## config.mk

```make
export PLATFORM = sky130hd
export DESIGN_NAME = controle_multiciclo
export DESIGN_NICKNAME = d
export VERILOG_FILES = /design/src/rtl/mips_pkg.sv /design/src/rtl/controle_alu.sv /design/src/rtl/controle_multiciclo.sv
export SDC_FILE = /design/constraint.sdc
export NUM_CORES = 1
export LEC_CHECK = 0
export ABC_AREA = 0
export CAP_MARGIN = 0
export CORE_ASPECT_RATIO = 1.4
export CORE_MARGIN = 2
export CORE_UTILIZATION = 41
export DETAILED_ROUTE_END_ITERATION = 12
export PLACE_DENSITY_LB_ADDON = 0.25
export SLEW_MARGIN = 20
export SYNTH_ARGS = -nofsm -noshare
export SYNTH_HDL_FRONTEND = slang
export SYNTH_SLANG_ARGS = --single-unit
```

## constraint.sdc

```tcl
create_clock -name clk -period 1.99 [get_ports clk]
set_clock_uncertainty 0.05 [all_clocks]
set_input_delay 0.398 -clock clk [delete_from_list [all_inputs] [get_ports clk]]
set_output_delay 0.398 -clock clk [all_outputs]
set_load 0.005 [all_outputs]
```

## src/rtl/mips_pkg.sv

```systemverilog
// mips_pkg: shared definitions for the multicycle MIPS control path.
//   state_t  : sequencer step codes; the numeric value is what appears on cont
//   OP_*     : instruction opcodes (IR[31:26]) recognised by the sequencer
//   FN_*     : R-type function codes (IR[5:0]) recognised by the ALU decoder
//   ALU_*    : aluop encodings understood by the ALU
package mips_pkg;

  typedef enum logic [3:0] {
    S_FETCH    = 4'd0,
    S_DECODE   = 4'd1,
    S_MEMADR   = 4'd2,
    S_MEMREAD  = 4'd3,
    S_MEMWB    = 4'd4,
    S_MEMWRITE = 4'd5,
    S_EXECUTE  = 4'd6,
    S_ALUWB    = 4'd7,
    S_BRANCH   = 4'd8,
    S_JUMP     = 4'd9
  } state_t;

  localparam logic [5:0] OP_R   = 6'h00;
  localparam logic [5:0] OP_LW  = 6'h23;
  localparam logic [5:0] OP_SW  = 6'h2B;
  localparam logic [5:0] OP_BEQ = 6'h04;
  localparam logic [5:0] OP_J   = 6'h02;

  localparam logic [5:0] FN_ADD = 6'h20;
  localparam logic [5:0] FN_SUB = 6'h22;
  localparam logic [5:0] FN_AND = 6'h24;
  localparam logic [5:0] FN_OR  = 6'h25;
  localparam logic [5:0] FN_SLT = 6'h2A;

  localparam logic [3:0] ALU_AND = 4'd0;
  localparam logic [3:0] ALU_OR  = 4'd1;
  localparam logic [3:0] ALU_ADD = 4'd2;
  localparam logic [3:0] ALU_SUB = 4'd6;
  localparam logic [3:0] ALU_SLT = 4'd7;
  localparam logic [3:0] ALU_BAD = 4'd15;

endpackage

```

## src/rtl/controle_alu.sv

```systemverilog
// controle_alu: combinational R-type function decoder.
//   funct : IR[5:0]
//   aluop : ALU operation for the function code, ALU_BAD when unknown
//   valid : 1 when funct is a supported R-type function
module controle_alu
  import mips_pkg::*;
(
  input  logic [5:0] funct,
  output logic [3:0] aluop,
  output logic       valid
);

  always_comb begin
    aluop = ALU_BAD;
    valid = 1'b0;
    case (funct)
      FN_ADD: begin aluop = ALU_ADD; valid = 1'b1; end
      FN_SUB: begin aluop = ALU_SUB; valid = 1'b1; end
      FN_AND: begin aluop = ALU_AND; valid = 1'b1; end
      FN_OR:  begin aluop = ALU_OR;  valid = 1'b1; end
      FN_SLT: begin aluop = ALU_SLT; valid = 1'b1; end
      default: ;
    endcase
  end

endmodule

```

## src/rtl/controle_multiciclo.sv

```systemverilog
// controle_multiciclo: Moore sequencer for the multicycle MIPS datapath.
//   clk, reset    : clock, asynchronous active-high reset
//   run           : start enable, only looked at in FETCH
//   opcode, funct : instruction fields from the IR
//   cont          : current step code (the ALU evaluates when cont == 6)
//   aluop         : ALU operation
//   pc_write .. alu_src_a, alu_src_b, pc_source : datapath strobes/selects
//   ilegal        : pulse on unknown opcode (DECODE) or funct (EXECUTE)
//   instr_count   : retired-instruction counter, wraps
module controle_multiciclo
  import mips_pkg::*;
#(
  parameter int CONT_W = 4,
  parameter int CNT_W  = 32
) (
  input  logic              clk,
  input  logic              reset,
  input  logic              run,
  input  logic [5:0]        opcode,
  input  logic [5:0]        funct,
  output logic [CONT_W-1:0] cont,
  output logic [3:0]        aluop,
  output logic              pc_write,
  output logic              pc_write_cond,
  output logic              iord,
  output logic              mem_read,
  output logic              mem_write,
  output logic              ir_write,
  output logic              reg_write,
  output logic              reg_dst,
  output logic              mem_to_reg,
  output logic              alu_src_a,
  output logic [1:0]        alu_src_b,
  output logic [1:0]        pc_source,
  output logic              ilegal,
  output logic [CNT_W-1:0]  instr_count
);

  state_t     state;
  state_t     next_state;
  logic [3:0] fn_aluop;
  logic       fn_valid;
  logic       retire;
  logic       fetch_go;

  controle_alu u_alu (
    .funct (funct),
    .aluop (fn_aluop),
    .valid (fn_valid)
  );

  assign cont = CONT_W'(state);

  // Every terminal step returns to FETCH, so being in one means an
  // instruction retires on this edge. Illegal aborts leave from DECODE or
  // EXECUTE and are therefore never counted.
  assign retire = (state == S_MEMWB) || (state == S_MEMWRITE) ||
                  (state == S_ALUWB) || (state == S_BRANCH) ||
                  (state == S_JUMP);

  // The reset term keeps the fetch strobes quiet while reset is held.
  assign fetch_go = run && !reset;

  always_ff @(posedge clk or posedge reset) begin
    if (reset) begin
      state       <= S_FETCH;
      instr_count <= '0;
    end else begin
      state <= next_state;
      if (retire) instr_count <= instr_count + CNT_W'(1);
    end
  end

  always_comb begin
    next_state = S_FETCH;
    case (state)
      S_FETCH:    next_state = run ? S_DECODE : S_FETCH;
      S_DECODE: begin
        case (opcode)
          OP_R:         next_state = S_EXECUTE;
          OP_LW, OP_SW: next_state = S_MEMADR;
          OP_BEQ:       next_state = S_BRANCH;
          OP_J:         next_state = S_JUMP;
          default:      next_state = S_FETCH;
        endcase
      end
      S_MEMADR:   next_state = (opcode == OP_SW) ? S_MEMWRITE : S_MEMREAD;
      S_MEMREAD:  next_state = S_MEMWB;
      S_EXECUTE:  next_state = fn_valid ? S_ALUWB : S_FETCH;
      default:    next_state = S_FETCH;
    endcase
  end

  always_comb begin
    aluop         = ALU_ADD;
    pc_write      = 1'b0;
    pc_write_cond = 1'b0;
    iord          = 1'b0;
    mem_read      = 1'b0;
    mem_write     = 1'b0;
    ir_write      = 1'b0;
    reg_write     = 1'b0;
    reg_dst       = 1'b0;
    mem_to_reg    = 1'b0;
    alu_src_a     = 1'b0;
    alu_src_b     = 2'd0;
    pc_source     = 2'd0;
    ilegal        = 1'b0;
    case (state)
      S_FETCH: begin
        if (fetch_go) begin
          mem_read  = 1'b1;
          ir_write  = 1'b1;
          pc_write  = 1'b1;
          alu_src_b = 2'd1;
        end
      end
      S_DECODE: begin
        alu_src_b = 2'd3;
        case (opcode)
          OP_R, OP_LW, OP_SW, OP_BEQ, OP_J: ;
          default: ilegal = 1'b1;
        endcase
      end
      S_MEMADR: begin
        alu_src_a = 1'b1;
        alu_src_b = 2'd2;
      end
      S_MEMREAD: begin
        iord     = 1'b1;
        mem_read = 1'b1;
      end
      S_MEMWB: begin
        reg_write  = 1'b1;
        mem_to_reg = 1'b1;
      end
      S_MEMWRITE: begin
        iord      = 1'b1;
        mem_write = 1'b1;
      end
      S_EXECUTE: begin
        alu_src_a = 1'b1;
        aluop     = fn_aluop;
        ilegal    = !fn_valid;
      end
      S_ALUWB: begin
        reg_write = 1'b1;
        reg_dst   = 1'b1;
      end
      S_BRANCH: begin
        alu_src_a     = 1'b1;
        aluop         = ALU_SUB;
        pc_write_cond = 1'b1;
        pc_source     = 2'd1;
      end
      S_JUMP: begin
        pc_write  = 1'b1;
        pc_source = 2'd2;
      end
      default: ;
    endcase
  end

endmodule

```

==> impl_metrics.tcl <==
set metrics [dict create \
    status "complete, but fails checks" \
    failing_checks "negative setup slack" \
    layout.cell_area.non_filler_sq_um 3300 \
    worstRegToRegCells 8 \
    synthCells 194 \
    grt_antenna_before_repair 0 \
    initial_core_util_pct 43.2 \
    syn2layout_area_growth_pct 66.8 \
    routed_wire_length_per_instance_um 14.5 \
    floorplan.rows 29 \
    cts_tree "done" \
    synth_largest_area_cell "sky130_fd_sc_hd__dfrtp_1" \
    stdcell_count 371 \
    cts_hold_buffers 0 \
    ios 70 \
    route.detailed.drc 0 \
    pwr_density_cell_nw_per_um2 556 \
    coreArea_sq_um 4570 \
    nFillCells 370 \
    dp.cells 354 \
    worst_setup_sp_type "flop" \
    clk_pin_slew_ns 0.08 \
    rsz0062_at_grt "yes" \
    global_route_wire_length_before_repair_um 8570 \
    crit_type "reg -> out" \
    worst_setup_path_endpoint "alu_src_b[0]" \
    ys_seq_elements 36 \
    clkSinkCount 36 \
    slew_headroom_pct 69.3 \
    timing_worst_slew_pin_value_ns 0.461 \
    synth_nets 210 \
    ant_nets 0 \
    grt_start_max_net_pins 37 \
    clk_latency_ns 0.29 \
    vias 1885 \
    drive_gt1_share_pct 35.0 \
    cpLargestDelayFamily "flip-flops" \
    post_synth_main_area_contributors "sky130_fd_sc_hd__dfrtp_1 46%, sky130_fd_sc_hd__xnor2_1 12%, sky130_fd_sc_hd__nand3_1 3.3%" \
    grt_usage_pct 20.4 \
    synth_area_per_cell_sq_um 10.2 \
    timing.reg2reg.setup_slack_ns 0.06 \
    final-setup-viol-count 2 \
    timing.final.crit_period_ns 2.00 \
    synth_cell_types 39 \
    slew_viol_final 0 \
    die_height_um 86.1 \
    htree_num_levels 2 \
    dieArea_sq_um 5400 \
    tritoncts.num_buffers 5 \
    critical_path.max_fanout 4 \
    hpwl_um 3740 \
    grt_pass1_vias 1815 \
    cp_data_arrival_time_ns 1.56 \
    gp_congestion 0.862 \
    leakage_dissipation_nw 1.54 \
    timing.critical_path.cells "buf_6, nor2_1, nand4_1, buf_4, a21oi_2, buf_2" \
    first_pass_iters 4 \
    critPathLaunch "cont[1]" \
    worst_ir_drop_vdd_v 0.000461 \
    grt.overflow.total 0 \
    die_w_um 62.7 \
    routed_wl_um 5400 \
    vias_per_cell 5.08 \
    reg2reg_from "cont[2]" \
    setup.worst_path.end_class "output pin" \
    netlist_area_sq_um 1980 \
    placement.cell_area_sq_um 2990 \
    synth_top_area_share_pct 45.6 \
    cts.root.buffer_cell "sky130_fd_sc_hd__clkbuf_8" \
    max_cap_viol_count 0 \
    fin_ws_ns -0.0145 \
    port-buffer-count 69 \
    detailedPlace.worstSlack_ns -0.700 \
    path_length_in_cells_of_the_critical_path 6 \
    timing.setup.tns_ns -0.0151 \
    timing_hold_violations_final 0 \
    maxClockFrequency_mhz 499 \
    worst_hold_check_path_type "reg -> reg" \
    cts_buffer_depth 2 \
    fin_crit_sh_pct 101 \
    fin_nets 324 \
    drtIter0Drc 89 \
    crit_buf_inv 3 \
    crit-reg2reg-capture "instr_count[9]" \
    diodes 0 \
    synth.yosys.seq_area_share_pct 45.6 \
    worst_ep_required_time_ns 1.54 \
    timing.critical_path.slowest_stage_cell "sky130_fd_sc_hd__dfrtp_2" \
    synthesis.yosys.warnings 0 \
    critical_path.max_stage_delay_ns 0.44 \
]
-- cells in the mapped netlist --
cell type and instances:
sky130_fd_sc_hd__o21bai_1 1, sky130_fd_sc_hd__nor4_1 3, sky130_fd_sc_hd__nand2b_1 5, sky130_fd_sc_hd__nand3_1 13
sky130_fd_sc_hd__nor3b_1 2, sky130_fd_sc_hd__mux2_2 2, sky130_fd_sc_hd__a2111oi_0 1, sky130_fd_sc_hd__dfrtp_1 36
sky130_fd_sc_hd__and4_1 3, sky130_fd_sc_hd__clkbuf_1 2, sky130_fd_sc_hd__and3_1 9, sky130_fd_sc_hd__o22ai_4 1
sky130_fd_sc_hd__buf_4 2, sky130_fd_sc_hd__o21ai_0 3, sky130_fd_sc_hd__and2b_1 1, sky130_fd_sc_hd__nor2_1 15
sky130_fd_sc_hd__nand4_1 10, sky130_fd_sc_hd__o211ai_1 1, sky130_fd_sc_hd__nor2b_1 2, sky130_fd_sc_hd__o221ai_1 1
sky130_fd_sc_hd__or2_2 2, sky130_fd_sc_hd__a2111oi_1 1, sky130_fd_sc_hd__nand2b_4 2, sky130_fd_sc_hd__o21ba_2 1
sky130_fd_sc_hd__nor3_1 7, sky130_fd_sc_hd__nand4_2 1, sky130_fd_sc_hd__nand4_4 1, sky130_fd_sc_hd__a31o_2 2
sky130_fd_sc_hd__nand2_1 12, sky130_fd_sc_hd__nor4b_4 1, sky130_fd_sc_hd__ha_1 1, sky130_fd_sc_hd__and2_1 5
sky130_fd_sc_hd__a21oi_1 3, sky130_fd_sc_hd__nor3_2 1, sky130_fd_sc_hd__inv_1 5, sky130_fd_sc_hd__xor2_1 7
sky130_fd_sc_hd__o32ai_1 1, sky130_fd_sc_hd__xnor2_1 26, sky130_fd_sc_hd__buf_2 2
-- what timing repair did --
item,in CTS,in global routing
resized for setup,90,35
buffers inserted,5,5
setup endpoints to repair,19,12
pin swaps,6,6
-- state kept, by name, summed over array words and instances, names as in the netlist --
name and count:
cont 4, instr_count 32
-- report_power, final --
group	internal (mW)	leakage (nW)	total (mW)	switching, mW
logic	0.224	0.992	0.394	0.169
clock network	0.372	0.0552	0.637	0.265
registers	0.763	0.491	0.803	0.0393
total	1.36	1.54	1.83	0.474
-- worst min-delay path by stage --
stage	depth (start not counted)	startpoint	endpoint	slack, ns
floorplan	1	reset	cont[0]	0.31
global placement	1	instr_count[31]	instr_count[31]	0.41
detailed placement	1	instr_count[31]	instr_count[31]	0.42
CTS	1	instr_count[31]	instr_count[31]	0.43
global route	1	instr_count[31]	instr_count[31]	0.44
finish	1	instr_count[31]	instr_count[31]	0.43
-- per-layer routing --
| layer | GRT usage, % | part of all wire (%) | vias to the layer above |
|---|---|---|---|
| li1 | - | - | 912 |
| met1 | 21.1 | 37 | 909 |
| met2 | 38.0 | 56 | 56 |
| met3 | 5.64 | 5.0 | 8 |
| met4 | 9.49 | 2.3 | 0 |
| met5 | 0 | 0 | - |
-- stage by stage --
step	power (mW)	utilization, %	hold WS, ns
floorplan	0.945	-	0.306
global placement	1.16	65.4	0.411
detailed placement	1.16	65.4	0.421
CTS	1.82	70.3	0.431
global route	1.92	72.1	0.440
finish	1.83	72.1	0.425
-- placed cells by master, fill, tap and decap left out, types with 4 or more instances in the layout --
master,Yosys,final
sky130_fd_sc_hd__and2_1,5,5
sky130_fd_sc_hd__and3_1,9,9
sky130_fd_sc_hd__buf_2,2,10
sky130_fd_sc_hd__buf_4,2,37
sky130_fd_sc_hd__buf_6,0,6
sky130_fd_sc_hd__clkbuf_2,0,5
sky130_fd_sc_hd__clkbuf_8,0,5
sky130_fd_sc_hd__clkdlybuf4s50_1,0,39
sky130_fd_sc_hd__dfrtp_1,36,32
sky130_fd_sc_hd__dfrtp_2,0,4
sky130_fd_sc_hd__dlygate4sd2_1,0,6
sky130_fd_sc_hd__dlymetal6s2s_1,0,5
sky130_fd_sc_hd__inv_1,5,4
sky130_fd_sc_hd__nand2_1,12,12
sky130_fd_sc_hd__nand2b_4,2,5
sky130_fd_sc_hd__nand3_1,13,13
sky130_fd_sc_hd__nand4_1,10,10
sky130_fd_sc_hd__nor2_1,15,11
sky130_fd_sc_hd__nor3_2,1,4
sky130_fd_sc_hd__xnor2_1,26,26
sky130_fd_sc_hd__xor2_1,7,7
-- kinds of logic (layout without fill, tap and decap cells) --
| group | count (synthesis) | in the layout | synth area share, % |
|---|---|---|---|
| xor gates and xnor gates | 33 | 33 | 14.6 |
| buffers and inverters | 11 | 126 | 2.60 |
| adders and majority gates | 1 | 1 | 0.633 |
| AOI/OAI and AO/OA | 16 | 16 | 6.52 |
| DFF | 36 | 36 | 45.6 |
| and+or+nand+nor | 95 | 95 | 28.9 |
| muxes | 2 | 2 | 1.14 |
-- cell type report --
type                       count  area, sq um  share of cell area [%]
timing repair buffer         113          988                    30.0
clock inverter                 2         35.0                    1.06
inverter                       5         22.5                   0.683
sequential                    36          906                    27.5
tap                           62         77.6                    2.35
clock buffer                   6         72.6                    2.20
multi-input combinational    147         1190                    36.2
Note: power is estimated with default switching activity, not from simulation.
